File: config.mk
export PLATFORM = sky130hd
export DESIGN_NAME = cas_scheduler_flat
export DESIGN_NICKNAME = d
export VERILOG_FILES = /design/src/rtl/cas_scheduler_if.sv /design/src/rtl/cas_scheduler.sv /design/src/flat_wrapper.sv
export SDC_FILE = /design/constraint.sdc
export NUM_CORES = 1
export LEC_CHECK = 0
export BUFFER_PORTS_ARGS = -buffer_cell sky130_fd_sc_hd__buf_2
export CAP_MARGIN = 25
export CORE_UTILIZATION = 56
export CTS_CLUSTER_SIZE = 8
export DETAILED_ROUTE_END_ITERATION = 12
export PLACE_DENSITY = 0.75
export SLEW_MARGIN = 10
export SYNTH_ARGS = -nofsm -noshare
export SYNTH_HDL_FRONTEND = slang
export SYNTH_SLANG_ARGS = --single-unit
File: constraint.sdc
create_clock -name clock_t -period 19.3 [get_ports clock_t]
set_input_delay 1.93 -clock clock_t [delete_from_list [all_inputs] [get_ports clock_t]]
set_output_delay 1.93 -clock clock_t [all_outputs]
set_load 0.05 [all_outputs]
File: src/rtl/cas_scheduler_if.sv
// Handshake bundle between the ACT stage, the CAS scheduler and the command bus.
// Both channels use valid/ready: a transfer happens in any cycle where valid
// and ready are both high. Once valid is raised, the sender holds valid and
// payload stable until the transfer. Ready may depend on anything.
interface cas_scheduler_if #(
  parameter int ADDR_W = 14
);
  logic              act_valid;
  logic              act_ready;
  logic [1:0]        act_rw;
  logic [ADDR_W-1:0] act_addr;
  logic              cas_valid;
  logic              cas_ready;
  logic [1:0]        cas_rw;
  logic [ADDR_W-1:0] cas_addr;

  // ACT-stage / downstream side
  modport master (
    output act_valid, act_rw, act_addr, cas_ready,
    input  act_ready, cas_valid, cas_rw, cas_addr
  );

  // scheduler side
  modport slave (
    input  act_valid, act_rw, act_addr, cas_ready,
    output act_ready, cas_valid, cas_rw, cas_addr
  );
endinterface

File: src/rtl/cas_scheduler.sv
// CAS issue scheduler: queues activated requests, ages each from its ACT and
// issues READ/WRITE CAS commands in order while honouring tRCD, tCCD and the
// read/write turnaround gaps.
module cas_scheduler #(
  parameter int DEPTH  = 8,
  parameter int CNT_W  = 8,
  parameter int ADDR_W = 14,
  parameter int TRCD   = 11,
  parameter int TWTR   = 6
) (
  input  logic             clock_t,
  input  logic             reset,
  cas_scheduler_if.slave   bus,
  input  logic [CNT_W-1:0] tCCD,
  input  logic [CNT_W-1:0] CL,
  input  logic [CNT_W-1:0] CWL,
  input  logic [CNT_W-1:0] BL,
  output logic             cas_idle,
  output logic             overflow,
  output logic [1:0]       state_dbg
);

  localparam int AW = $clog2(DEPTH);
  localparam logic [1:0]       RW_READ  = 2'b00;
  localparam logic [1:0]       RW_WRITE = 2'b01;
  localparam logic [CNT_W-1:0] CNT_MAX  = '1;
  localparam logic [CNT_W-1:0] AGE_MIN  = (TRCD > 1) ? CNT_W'(TRCD - 1) : '0;
  localparam logic [CNT_W:0]   TWTR_C   = (CNT_W + 1)'(TWTR);

  typedef enum logic [1:0] {
    ST_IDLE  = 2'd0,
    ST_WAIT  = 2'd1,
    ST_ISSUE = 2'd2
  } state_t;

  state_t            state, state_n;
  logic [ADDR_W:0]   mem [DEPTH];   // {is_write, addr}
  logic [CNT_W-1:0]  age [DEPTH];
  logic [AW-1:0]     wr_ptr, rd_ptr;
  logic [AW:0]       count, count_n;
  logic [CNT_W-1:0]  since_cas;
  logic              last_wr;
  logic [1:0]        cas_rw_q;
  logic [ADDR_W-1:0] cas_addr_q;

  logic             push, hs;
  logic             head_wr;
  logic [CNT_W-1:0] head_age;
  logic [CNT_W:0]   half_bl, ccd, rw_term, wr_term, gap;
  logic             spacing_ok, eligible;

  assign bus.act_ready = (count != (AW + 1)'(DEPTH));
  assign bus.cas_valid = (state == ST_ISSUE);
  assign bus.cas_rw    = cas_rw_q;
  assign bus.cas_addr  = cas_addr_q;
  assign state_dbg     = state;

  assign push     = bus.act_valid && bus.act_ready;
  assign hs       = bus.cas_valid && bus.cas_ready;
  assign head_wr  = mem[rd_ptr][ADDR_W];
  assign head_age = age[rd_ptr];
  assign count_n  = count + (AW + 1)'(push) - (AW + 1)'(hs);

  // Required CAS-to-CAS gap for the head entry given the last issued direction.
  always_comb begin
    half_bl = {1'b0, BL} >> 1;
    ccd     = {1'b0, tCCD};
    rw_term = ((CL > CWL) ? ({1'b0, CL} - {1'b0, CWL}) : '0) + half_bl + (CNT_W + 1)'(2);
    wr_term = {1'b0, CWL} + half_bl + TWTR_C;
    gap     = ccd;
    if (head_wr != last_wr) begin
      if (head_wr) gap = (rw_term > ccd) ? rw_term : ccd;
      else         gap = (wr_term > ccd) ? wr_term : ccd;
    end
    spacing_ok = (gap == '0) || ({1'b0, since_cas} >= (gap - (CNT_W + 1)'(1)));
    eligible   = (count != '0) && (head_age >= AGE_MIN) && spacing_ok;
  end

  // Next-state logic; after a handshake always pass through WAIT so the
  // freshly cleared spacing counter is re-evaluated for the new head.
  always_comb begin
    state_n = state;
    case (state)
      ST_IDLE:  if (count != '0) state_n = eligible ? ST_ISSUE : ST_WAIT;
      ST_WAIT:  if (eligible) state_n = ST_ISSUE;
      ST_ISSUE: if (bus.cas_ready) state_n = (count_n == '0) ? ST_IDLE : ST_WAIT;
      default:  state_n = ST_IDLE;
    endcase
  end

  // State register.
  always_ff @(posedge clock_t) begin
    if (reset) state <= ST_IDLE;
    else       state <= state_n;
  end

  // FIFO storage, pointers and occupancy.
  always_ff @(posedge clock_t) begin
    if (reset) begin
      wr_ptr <= '0;
      rd_ptr <= '0;
      count  <= '0;
    end else begin
      if (push) begin
        mem[wr_ptr] <= {(bus.act_rw == RW_WRITE), bus.act_addr};
        wr_ptr      <= wr_ptr + AW'(1);
      end
      if (hs) rd_ptr <= rd_ptr + AW'(1);
      count <= count_n;
    end
  end

  // Per-entry age since ACT; a new entry is written as 1 because its ACT
  // cycle has already elapsed by the time the register is visible.
  always_ff @(posedge clock_t) begin
    if (reset) begin
      for (int i = 0; i < DEPTH; i++) age[i] <= '0;
    end else begin
      for (int i = 0; i < DEPTH; i++)
        if (age[i] != CNT_MAX) age[i] <= age[i] + CNT_W'(1);
      if (push) age[wr_ptr] <= CNT_W'(1);
    end
  end

  // Spacing counter and last direction; counts from the handshake cycle,
  // frozen while a CAS is stalled, saturated out of reset.
  always_ff @(posedge clock_t) begin
    if (reset) begin
      since_cas <= CNT_MAX;
      last_wr   <= 1'b0;
    end else if (hs) begin
      since_cas <= CNT_W'(1);
      last_wr   <= head_wr;
    end else if (!bus.cas_valid && since_cas != CNT_MAX) begin
      since_cas <= since_cas + CNT_W'(1);
    end
  end

  // Registered CAS payload, captured from the head on entry to ISSUE.
  always_ff @(posedge clock_t) begin
    if (reset) begin
      cas_rw_q   <= RW_READ;
      cas_addr_q <= '0;
    end else if (state_n == ST_ISSUE && state != ST_ISSUE) begin
      cas_rw_q   <= head_wr ? RW_WRITE : RW_READ;
      cas_addr_q <= mem[rd_ptr][ADDR_W-1:0];
    end
  end

  // Idle flag and sticky overflow.
  always_ff @(posedge clock_t) begin
    if (reset) begin
      cas_idle <= 1'b1;
      overflow <= 1'b0;
    end else begin
      cas_idle <= (state_n == ST_IDLE) && (count_n == '0);
      if (bus.act_valid && !bus.act_ready) overflow <= 1'b1;
    end
  end

endmodule

File: src/flat_wrapper.sv
// flat-port wrapper written by rule: the top's interface ports become plain ports
module cas_scheduler_flat 
#(
  parameter int DEPTH  = 8,
  parameter int CNT_W  = 8,
  parameter int ADDR_W = 14,
  parameter int TRCD   = 11,
  parameter int TWTR   = 6
)
  (clock_t, reset, tCCD, CL, CWL, BL, cas_idle, overflow, state_dbg, bus_act_valid, bus_act_rw, bus_act_addr, bus_cas_ready, bus_act_ready, bus_cas_valid, bus_cas_rw, bus_cas_addr);
  cas_scheduler_if #(.ADDR_W(ADDR_W)) bus_i ();
  input  logic clock_t;
  input  logic reset;
  input  logic [CNT_W-1:0] tCCD;
  input  logic [CNT_W-1:0] CL;
  input  logic [CNT_W-1:0] CWL;
  input  logic [CNT_W-1:0] BL;
  output logic cas_idle;
  output logic overflow;
  output logic [1:0] state_dbg;
  input wire logic [$bits(bus_i.act_valid)-1:0] bus_act_valid;
  input wire logic [$bits(bus_i.act_rw)-1:0] bus_act_rw;
  input wire logic [$bits(bus_i.act_addr)-1:0] bus_act_addr;
  input wire logic [$bits(bus_i.cas_ready)-1:0] bus_cas_ready;
  output wire logic [$bits(bus_i.act_ready)-1:0] bus_act_ready;
  output wire logic [$bits(bus_i.cas_valid)-1:0] bus_cas_valid;
  output wire logic [$bits(bus_i.cas_rw)-1:0] bus_cas_rw;
  output wire logic [$bits(bus_i.cas_addr)-1:0] bus_cas_addr;
  assign bus_i.act_valid = bus_act_valid;
  assign bus_i.act_rw = bus_act_rw;
  assign bus_i.act_addr = bus_act_addr;
  assign bus_i.cas_ready = bus_cas_ready;
  assign bus_act_ready = bus_i.act_ready;
  assign bus_cas_valid = bus_i.cas_valid;
  assign bus_cas_rw = bus_i.cas_rw;
  assign bus_cas_addr = bus_i.cas_addr;
  cas_scheduler #(.DEPTH(DEPTH), .CNT_W(CNT_W), .ADDR_W(ADDR_W), .TRCD(TRCD), .TWTR(TWTR)) u_core (.clock_t(clock_t), .reset(reset), .bus(bus_i), .tCCD(tCCD), .CL(CL), .CWL(CWL), .BL(BL), .cas_idle(cas_idle), .overflow(overflow), .state_dbg(state_dbg));
endmodule
==> results.json, run 1 <==
{
  "crit_path_end_kind": "flop",
  "crit_path_start_kind": "primary input",
  "die_area_sq_mm": 0.0215,
  "antenna_found_initial": 0,
  "clock_latency_ns": 0.49,
  "gp_congestion": 0.902,
  "rrSetupSlack_ns": 12.82,
  "syn_inst": 1026,
  "seq_area_frac_synth_pct": 48.8,
  "ir_drop_v": 0.000141,
  "fillers": 1543,
  "stdcell_area_sq_mm": 0.0133,
  "drc": 0,
  "synthFlopType": "edfxtp_1",
  "p_leak_nw": 5.15,
  "fin_worst_skew_ns": 0.0124,
  "layout.nets": 1245,
  "finalCritPeriodShare_pct": 54.7,
  "critical_path.max_stage_delay_ns": 0.54,
  "cts_made_buffers": 34,
  "syn-cell-area_sq_mm": 0.0117,
  "crit_path_end": "u_core.bus.cas_rw[0]$_SDFFE_PP0P_",
  "critPathRequiredTime_ns": 19.70,
  "hold_viol": 0,
  "hold_path.class": "reg2reg",
  "outcome": "finished clean",
  "initial_core_util_pct": 57.5,
  "cts_root_buffer": "clkbuf_16",
  "vias_per_cell": 5.86,
  "grt.total_usage_pct": 22.7,
  "clk_pin_slew_worst_paths_ns": 0.05,
  "critPathLaunch": "CWL[7]",
  "grt-ovfl-total": 0,
  "cts_tree": "built",
  "port_buffers": 71,
  "p_seq_share_pct": 39.6,
  "rr_worst_depth": 23,
  "synth-async-reset-ratio_pct": 0,
  "drv_slew": 0,
  "core_sq_mm": 0.0204,
  "grt_pass1_vias": 7959,
  "max-cap-violations": 0,
  "power_density_mw_per_mm2": 104,
  "num_rows": 52,
  "avgSynthCellArea_sq_um": 11.4,
  "postRouteAntennaNets": 0,
  "layout-drive-gt1-share_pct": 17.3,
  "intPower_mw": 1.00,
  "synth_nets": 1161,
  "die_y_um": 147,
  "cts.sinks": 225,
  "n_antenna_cell": 0,
  "swShare_pct": 28.2,
  "p_comb_share_pct": 21.9,
  "first_pass_iters": 7,
  "dp_hpwl_mm": 15.9,
  "cts_setup_buffers": 0,
  "finalCriticalPeriod_ns": 10.55,
  "fmax_mhz": 94.8,
  "clock_power_share_pct": 38.6,
  "relSlewSlack_pct": 36.0,
  "yosysUniqueCellTypes": 75,
  "cp_common_cell": "ha_1",
  "vias": 8195,
  "ios": 74,
  "grt_max_degree": 61,
  "place_area_sq_mm": 0.0123,
  "crit_slowest_cell": "or4b_1",
  "syn2layout_area_growth_pct": 14.0,
  "wl_mm": 23.9,
  "rsz0062_at_grt": "no",
  "wire_per_inst_um": 17.1,
  "worst-path-max-fanout": 30,
  "finalSetupTns_ns": 0,
  "synth_edf_count": 120,
  "critPathKind": "in2reg",
  "tightest_slew_ns": 0.952,
  "die_w_um": 147,
  "grt_first_pass_wirelength_mm": 39.2,
  "drtIter0Drc": 529,
  "postCtsHoldBufs": 0,
  "ys_ff_latch": 225,
  "arrival_ns": 10.95,
  "regArea_sq_mm": 0.00571,
  "p_switching_mw": 0.393,
  "r2r_end": "u_core.bus.cas_rw[0]$_SDFFE_PP0P_",
  "yosysWarningCount": 0,
  "htreeDepth": 2,
  "multi_input_area_sq_mm": 0.00568,
  "setup_viol": 0,
  "cts_resized": 0,
  "clk_path_buf_depth": 3
}
synthesized netlist by cell type, types with 3 or more instances:
library cell	number	area, sq um
edfxtp_1	120	3600
dfxtp_1	105	2100
nor2_1	84	315
ha_1	79	988
o21ai_0	49	245
inv_1	46	173
nand2_1	43	161
nand3_1	43	215
a21oi_1	33	165
xnor2_1	33	289
mux2i_1	31	310
mux4_2	29	653
nor3_1	27	135
clkbuf_1	24	90.1
a21o_1	20	150
and3_1	20	125
nor3_2	20	200
xor2_1	19	166
nand4_1	18	113
o21a_1	17	128
a211oi_1	12	90.1
a31oi_1	11	68.8
nor2b_1	11	68.8
nand2b_1	10	62.6
nor4_1	10	62.6
and2_1	8	50.1
o211ai_1	8	60.1
o21bai_1	7	52.6
and4_1	6	52.6
o22ai_1	5	31.3
or2_2	5	31.3
a311oi_1	4	35.0
and4b_1	4	40.0
buf_1	4	15.0
fa_1	4	80.1
nor3b_1	4	30.0
a221o_1	3	30.0
buf_4	3	22.5
or3_1	3	18.8
or4_1	3	22.5
layer usage:
| layer | part of all wire, % | vias to the layer above | track usage, % |
|---|---|---|---|
| li1 | - | 4027 | - |
| met1 | 45 | 3928 | 29.5 |
| met2 | 49 | 209 | 39.6 |
| met3 | 4.9 | 31 | 3.50 |
| met4 | 1.5 | 0 | 5.73 |
| met5 | 0 | - | 0 |
worst min-delay path by stage:
| stage | start | end | slack, ns | cells after the start |
|---|---|---|---|---|
| 2_1_floorplan | u_core.rd_ptr[1]$_SDFFE_PP0P_ | flop | 0.45 | 2 |
| 3_3_place_gp | u_core.overflow$_SDFFE_PP0P_ | u_core.overflow$_SDFFE_PP0P_ | 0.45 | 2 |
| 3_5_place_dp | u_core.overflow$_SDFFE_PP0P_ | u_core.overflow$_SDFFE_PP0P_ | 0.46 | 2 |
| 4_1_cts | u_core.overflow$_SDFFE_PP0P_ | u_core.overflow$_SDFFE_PP0P_ | 0.47 | 2 |
| 5_1_grt | u_core.overflow$_SDFFE_PP0P_ | u_core.overflow$_SDFFE_PP0P_ | 0.50 | 2 |
| 6_report | u_core.overflow$_SDFFE_PP0P_ | u_core.overflow$_SDFFE_PP0P_ | 0.46 | 2 |
sequential cells by signal, indices dropped and copies added, names as in the netlist, named ones only:
signal / count
u_core.overflow: 1
u_core.age: 64
u_core.count: 4
u_core.since_cas: 8
u_core.rd_ptr: 3
u_core.last_wr: 1
u_core.bus.cas_addr: 14
u_core.wr_ptr: 3
u_core.state_dbg: 2
u_core.bus.cas_rw: 1
u_core.cas_idle: 1
u_core.mem: 120
cells in the final DEF, fill, tap and decap left out, types with 17 or more instances in the layout:
master | netlist | layout
nand4_1 | 18 | 18
ha_1 | 79 | 79
buf_2 | 1 | 71
nor3_1 | 27 | 26
nor3_2 | 20 | 21
xor2_1 | 19 | 19
edfxtp_1 | 120 | 120
a21o_1 | 20 | 20
a21oi_1 | 33 | 33
mux2i_1 | 31 | 31
o21ai_0 | 49 | 49
nor2_1 | 84 | 84
and3_1 | 20 | 20
mux4_2 | 29 | 29
o21a_1 | 17 | 17
nand3_1 | 43 | 43
dfxtp_1 | 105 | 104
nand2_1 | 43 | 43
inv_1 | 46 | 46
clkbuf_16 | 0 | 35
xnor2_1 | 33 | 33
logic make-up (layout without fill, tap and decap cells):
logic type / Yosys count / in the layout / synth area share (%)
adders and majority gates: 83 / 83 / 9.13
buffers and inverters: 80 / 183 / 2.88
and+or+nand+nor: 328 / 328 / 15.4
AOI/OAI and AO/OA: 194 / 194 / 11.3
xor gates and xnor gates: 52 / 52 / 3.89
DFF: 225 / 225 / 48.8
muxes: 63 / 63 / 8.56
other: 1 / 1 / 0.0321
critical path: cells and delay by family:
| family | cells | cell delay [ns] |
|---|---|---|
| xor gates and xnor gates | 2 | 0.29 |
| AOI/OAI and AO/OA | 15 | 3.22 |
| adders and majority gates | 7 | 2.03 |
| and+or+nand+nor | 11 | 2.11 |
| muxes | 3 | 0.88 |
| buffers and inverters | 5 | 0.49 |
cell type report:
cell class                      count  share of cell area, %
Clock inverter                      3                  0.272
Timing Repair Buffer               82                   3.38
Tap cell                          270                   2.53
Clock buffer                       52                   7.12
Sequential cell                   225                   42.8
Multi-Input combinational cell    721                   42.6
Inverter                           46                   1.29
power by group through the flow:
stage / clock, mW / combinational, mW / sequential (mW)
after global routing: 0.568 / 0.340 / 0.555
after detailed placement: 0 / 0.302 / 0.560
after floorplan: 0 / 0.228 / 0.561
after CTS: 0.547 / 0.305 / 0.551
after global placement: 0 / 0.294 / 0.559
final: 0.538 / 0.305 / 0.551
stage by stage:
step / utilization (%) / setup WS (ns) / hold WS [ns] / cells / total power [mW]
after floorplan: - / 9.97 / 0.454 / 1026 / 0.789
after global placement: 60.6 / 8.51 / 0.450 / 1343 / 0.852
after detailed placement: 60.6 / 8.36 / 0.458 / 1343 / 0.861
after CTS: 65.4 / 8.83 / 0.467 / 1398 / 1.40
after global routing: 65.5 / 7.78 / 0.500 / 1399 / 1.46
final: 65.5 / 8.75 / 0.462 / 1399 / 1.39
Note: power is estimated with default switching activity, not from simulation.
==> inputs of run 2 (changes only) <==
CORE_UTILIZATION = 55   (was 56)
PLACE_DENSITY = 0.77   (was 0.75)
clock period = 9 ns   (was 19.3 ns; I/O delays follow)
==> run 2 against run 1 <==
Against the previous run: clock skew increased by 0.022 ns; sequential cell count stayed put; worst setup slack lost 8.1 ns; utilization down 0.28 points; via count increased by 1.2%; die area grew 1.8%; first-iteration DRC count down 9.5%.
==> results.json, run 2 (synthesis gave the netlist of run 1 again) <==
{
  "crit_path_start_kind": "primary input",
  "die_area_sq_mm": 0.0219,
  "finalCriticalPeriod_ns": 8.36,
  "critPathKind": "in2reg",
  "num_rows": 52,
  "ios": 74,
  "clock_power_share_pct": 38.4,
  "critPathRequiredTime_ns": 9.36,
  "largest-register": "u_core.mem",
  "critical_path.max_stage_delay_ns": 0.42,
  "ir_drop_v": 0.000184,
  "crit_slowest_cell": "or3b_4",
  "setup_viol": 0,
  "layout_common_cells": "edfxtp_1, dfxtp_1, nor2_1",
  "cts_tree": "built",
  "finalSetupTns_ns": 0,
  "finalNonFillerCells": 1408,
  "layout.nets": 1252,
  "p_comb_share_pct": 22.2,
  "rrSetupSlack_ns": 3.29,
  "min_from": "u_core.overflow$_SDFFE_PP0P_",
  "layout-drive-gt1-share_pct": 17.8,
  "wl_mm": 25.3,
  "grt-ovfl-total": 0,
  "dp_hpwl_mm": 16.2,
  "total_power_mw": 3.00,
  "cts_root_buffer": "clkbuf_16",
  "relSlewSlack_pct": 40.7,
  "first_pass_iters": 5,
  "rsz0062_at_grt": "no",
  "worstHoldEndpoint": "u_core.overflow$_SDFFE_PP0P_",
  "swShare_pct": 28.7,
  "fillers": 1580,
  "setup_slack_ns": 0.642,
  "cts.sinks": 225,
  "fin_util_pct": 65.2,
  "worst-path-max-fanout": 29,
  "p_switching_mw": 0.863,
  "grt_first_pass_wirelength_mm": 41.0,
  "core_sq_mm": 0.0206,
  "antenna_found_initial": 0,
  "p_seq_share_pct": 39.4,
  "vias": 8290,
  "gp_congestion": 0.923,
  "clock_latency_ns": 0.52,
  "drc": 0,
  "htreeDepth": 2,
  "max-cap-violations": 0,
  "clk_path_buf_depth": 3,
  "cts_made_buffers": 34,
  "holdPathStages": 2,
  "port_buffers": 71,
  "final_common_cell": "edfxtp_1",
  "finalCritPeriodShare_pct": 92.9,
  "grt_max_degree": 61,
  "dpl_worst_slack_ns": 0.171,
  "cp_common_cell": "ha_1",
  "clk_pin_slew_worst_paths_ns": 0.05,
  "die_y_um": 148,
  "wire_per_inst_um": 18.0,
  "initial_core_util_pct": 56.9,
  "fin_worst_skew_ns": 0.0347,
  "fmax_mhz": 120,
  "intPower_mw": 2.14,
  "postRouteAntennaNets": 0,
  "die_w_um": 148,
  "cts_setup_buffers": 0,
  "outcome": "finished clean",
  "n_antenna_cell": 0,
  "r2r_end": "u_core.bus.cas_addr[6]$_SDFFE_PP0P_",
  "arrival_ns": 8.72,
  "largest_reg_flops": 120,
  "drtIter0Drc": 479,
  "power_density_mw_per_mm2": 224,
  "p_leak_nw": 5.18,
  "crit_path_end_kind": "flop",
  "tightest_slew_ns": 0.888,
  "dp.cells": 1351,
  "grt_pass1_vias": 8104,
  "hold_viol": 0,
  "vias_per_cell": 5.89,
  "grt.total_usage_pct": 23.8,
  "hold_path.class": "reg2reg",
  "drv_slew": 0,
  "syn2layout_area_growth_pct": 14.6,
  "rr_worst_depth": 22
}
run 2: area by class of cell:
class | instances | area (sq um) | area share [%]
inverters | 46 | 173 | 1.29
clock inverters | 4 | 63.8 | 0.476
multi-input cells | 721 | 5690 | 42.4
well taps | 270 | 338 | 2.52
clock buffers | 53 | 922 | 6.88
flip-flops and latches | 225 | 5710 | 42.6
repair buffers | 89 | 515 | 3.84
run 2: how the worst max path moves through the flow:
stage	start	end	slack, ns
floorplan	CWL[7]	u_core.bus.cas_rw[0]$_SDFFE_PP0P_	0.70
global placement	CWL[7]	u_core.bus.cas_rw[0]$_SDFFE_PP0P_	0.32
detailed placement	CWL[7]	u_core.bus.cas_addr[12]$_SDFFE_PP0P_	0.17
CTS	CWL[7]	u_core.bus.cas_rw[0]$_SDFFE_PP0P_	0.63
global route	CWL[7]	u_core.bus.cas_rw[0]$_SDFFE_PP0P_	0.007
finish	CWL[7]	u_core.bus.cas_addr[6]$_SDFFE_PP0P_	0.64
run 2: metrics by stage:
stage	instance area, sq um	hold WS [ns]
after floorplan	11700	0.454
after global placement	12400	0.457
after detailed placement	12400	0.458
after CTS	13400	0.470
after global routing	13400	0.519
final	13400	0.463
run 2: power groups by stage:
stage | Sequential, mW | Combinational, mW | Clock [mW]
after detailed placement | 1.20 | 0.660 | 0
after global placement | 1.20 | 0.644 | 0
after CTS | 1.18 | 0.667 | 1.17
after floorplan | 1.20 | 0.488 | 0
final | 1.18 | 0.666 | 1.15
after global routing | 1.19 | 0.748 | 1.21
run 2: worst max-delay path, delay by kind of cell:
kind | cells | cell delay [ns]
adder cells (fa/ha/maj) | 6 | 1.70
buffers and inverters | 6 | 0.65
multiplexers | 3 | 0.56
AND/OR/NAND/NOR | 11 | 1.91
AO/OA/AOI/OAI | 14 | 2.62
XOR/XNOR | 2 | 0.36
run 2: repair_timing:
item                       4_1_cts  5_1_grt
hold buffers                     0        0
setup endpoints to repair        0       16
gates resized for setup          0        2
run 2: metal layers:
metal | part of all wire (%) | wire length, um | up-vias | global-route usage [%]
met4 | 2.2 | 547 | 0 | 7.89
met3 | 4.9 | 1250 | 49 | 3.40
met2 | 50 | 12600 | 236 | 40.5
met5 | 0 | 0 | - | 0
met1 | 43 | 10900 | 3964 | 31.4
li1 | - | - | 4041 | -
==> inputs of run 3 (changes only) <==
CTS_BUF_LIST = sky130_fd_sc_hd__clkbuf_16   (was default)
==> run 3 against run 2 <==
Against the previous run: combinational power is essentially flat; cell count is the same; worst setup slack hardly changed; clock skew increased by 0.0032 ns; clock-buffer cell count decreased by 19; sequential cell count did not move; maximum frequency about the same; critical path type unchanged; highest routed layer unchanged.
==> results.json, run 3 (synthesis gave the netlist of run 1 again) <==
{
  "initial_core_util_pct": 56.9,
  "core_sq_mm": 0.0206,
  "num_rows": 52,
  "crit_slowest_cell": "or3b_4",
  "place_area_sq_mm": 0.0124,
  "intPower_mw": 2.12,
  "setup_viol": 0,
  "holdPathStages": 2,
  "die_y_um": 148,
  "layout-drive-gt1-share_pct": 17.8,
  "drc": 0,
  "total_power_mw": 2.98,
  "port_buffers": 71,
  "critPathLaunch": "CWL[7]",
  "p_switching_mw": 0.865,
  "antenna_found_initial": 0,
  "largest_reg_flops": 120,
  "cts_setup_buffers": 0,
  "grt_first_pass_wirelength_mm": 41.0,
  "die_area_sq_mm": 0.0219,
  "clock_latency_ns": 0.52,
  "grt_pass1_vias": 8104,
  "crit_path_start_kind": "primary input",
  "clk_path_buf_depth": 3,
  "max-cap-violations": 0,
  "fin_worst_skew_ns": 0.0379,
  "grt.total_usage_pct": 23.8,
  "syn2layout_area_growth_pct": 14.6,
  "vias": 8280,
  "finalCritPeriodShare_pct": 92.9,
  "layout.nets": 1252,
  "dpl_worst_slack_ns": 0.171,
  "clock_power_share_pct": 38.0,
  "finalSetupTns_ns": 0,
  "cts_root_buffer": "clkbuf_16",
  "n_antenna_cell": 0,
  "grt_max_degree": 61,
  "hold_viol": 0,
  "p_seq_share_pct": 39.7,
  "ir_drop_v": 0.000186,
  "p_comb_share_pct": 22.3,
  "critPathRequiredTime_ns": 9.37,
  "rr_worst_depth": 22,
  "cp_common_cell": "ha_1",
  "postRouteAntennaNets": 0,
  "crit_path_end_kind": "flop",
  "htreeDepth": 2,
  "critPathKind": "in2reg",
  "cts_made_buffers": 34,
  "grt-ovfl-total": 0,
  "stdcell_area_sq_mm": 0.0134,
  "fillers": 1580,
  "worst-path-max-fanout": 29,
  "worst_hold_slack_ns": 0.463,
  "p_leak_nw": 5.26,
  "ios": 74,
  "relSlewSlack_pct": 38.8,
  "gp_congestion": 0.923,
  "largest-register": "u_core.mem",
  "dp_hpwl_mm": 16.2,
  "finalNonFillerCells": 1408,
  "critical_path.max_stage_delay_ns": 0.42,
  "hold_path.class": "reg2reg",
  "outcome": "finished clean",
  "wire_per_inst_um": 18.0,
  "cts_tree": "built",
  "setup_slack_ns": 0.642,
  "fin_util_pct": 65.2,
  "drtIter0Drc": 445,
  "cts.sinks": 225,
  "clk_pin_slew_worst_paths_ns": 0.05,
  "wl_mm": 25.4,
  "final_common_cell": "edfxtp_1",
  "tightest_slew_ns": 0.917,
  "power_density_mw_per_mm2": 223,
  "drv_slew": 0,
  "first_pass_iters": 5,
  "vias_per_cell": 5.88,
  "finalCriticalPeriod_ns": 8.36,
  "min_from": "u_core.overflow$_SDFFE_PP0P_",
  "arrival_ns": 8.72,
  "swShare_pct": 29.0,
  "die_w_um": 148,
  "fmax_mhz": 120,
  "rsz0062_at_grt": "no",
  "dp.cells": 1351,
  "layout_common_cells": "edfxtp_1, dfxtp_1, nor2_1"
}
-- run 3: worst max-delay path, delay by kind of cell --
kind / cells / cell delay (ns)
xor+xnor: 2 / 0.36
fa+ha+maj: 6 / 1.70
mux: 3 / 0.56
buf+inv: 6 / 0.65
simple gates: 11 / 1.91
compound gates: 14 / 2.62
-- run 3: power by group through the flow --
stage                     clock network [mW]  registers, mW  logic, mW
after floorplan                            0           1.20      0.488
after global placement                     0           1.20      0.644
after detailed placement                   0           1.20      0.660
after CTS                               1.15           1.18      0.667
after global routing                    1.19           1.19      0.748
final                                   1.13           1.18      0.666
-- run 3: area by class of cell --
type,count,area [sq um],area share [%]
timing repair buffer,89,515,3.84
sequential,225,5710,42.6
multi-input combinational,721,5690,42.4
clock buffer,34,851,6.35
clock inverter,23,135,1.01
tap,270,338,2.52
inverter,46,173,1.29
-- run 3: path summary, 6_finish.rpt --
check / end / slack [ns]
worst min register to register: u_core.overflow$_SDFFE_PP0P_ / 0.46
worst max-delay path: u_core.bus.cas_addr[6]$_SDFFE_PP0P_ / 0.64
worst max register to register: u_core.bus.cas_addr[6]$_SDFFE_PP0P_ / 3.26
worst min-delay path: u_core.overflow$_SDFFE_PP0P_ / 0.46
-- run 3: routing by layer --
layer / routed length [um] / vias to the layer above / track usage, %
li1: - / 4036 / -
met1: 11000 / 3966 / 31.4
met2: 12600 / 233 / 40.5
met3: 1280 / 45 / 3.40
met4: 533 / 0 / 7.89
met5: 0 / - / 0
-- run 3: what timing repair did --
action                     in CTS  in global routing
hold buffers                    0                  0
setup endpoints to repair       0                 16
resized for setup               0                  2
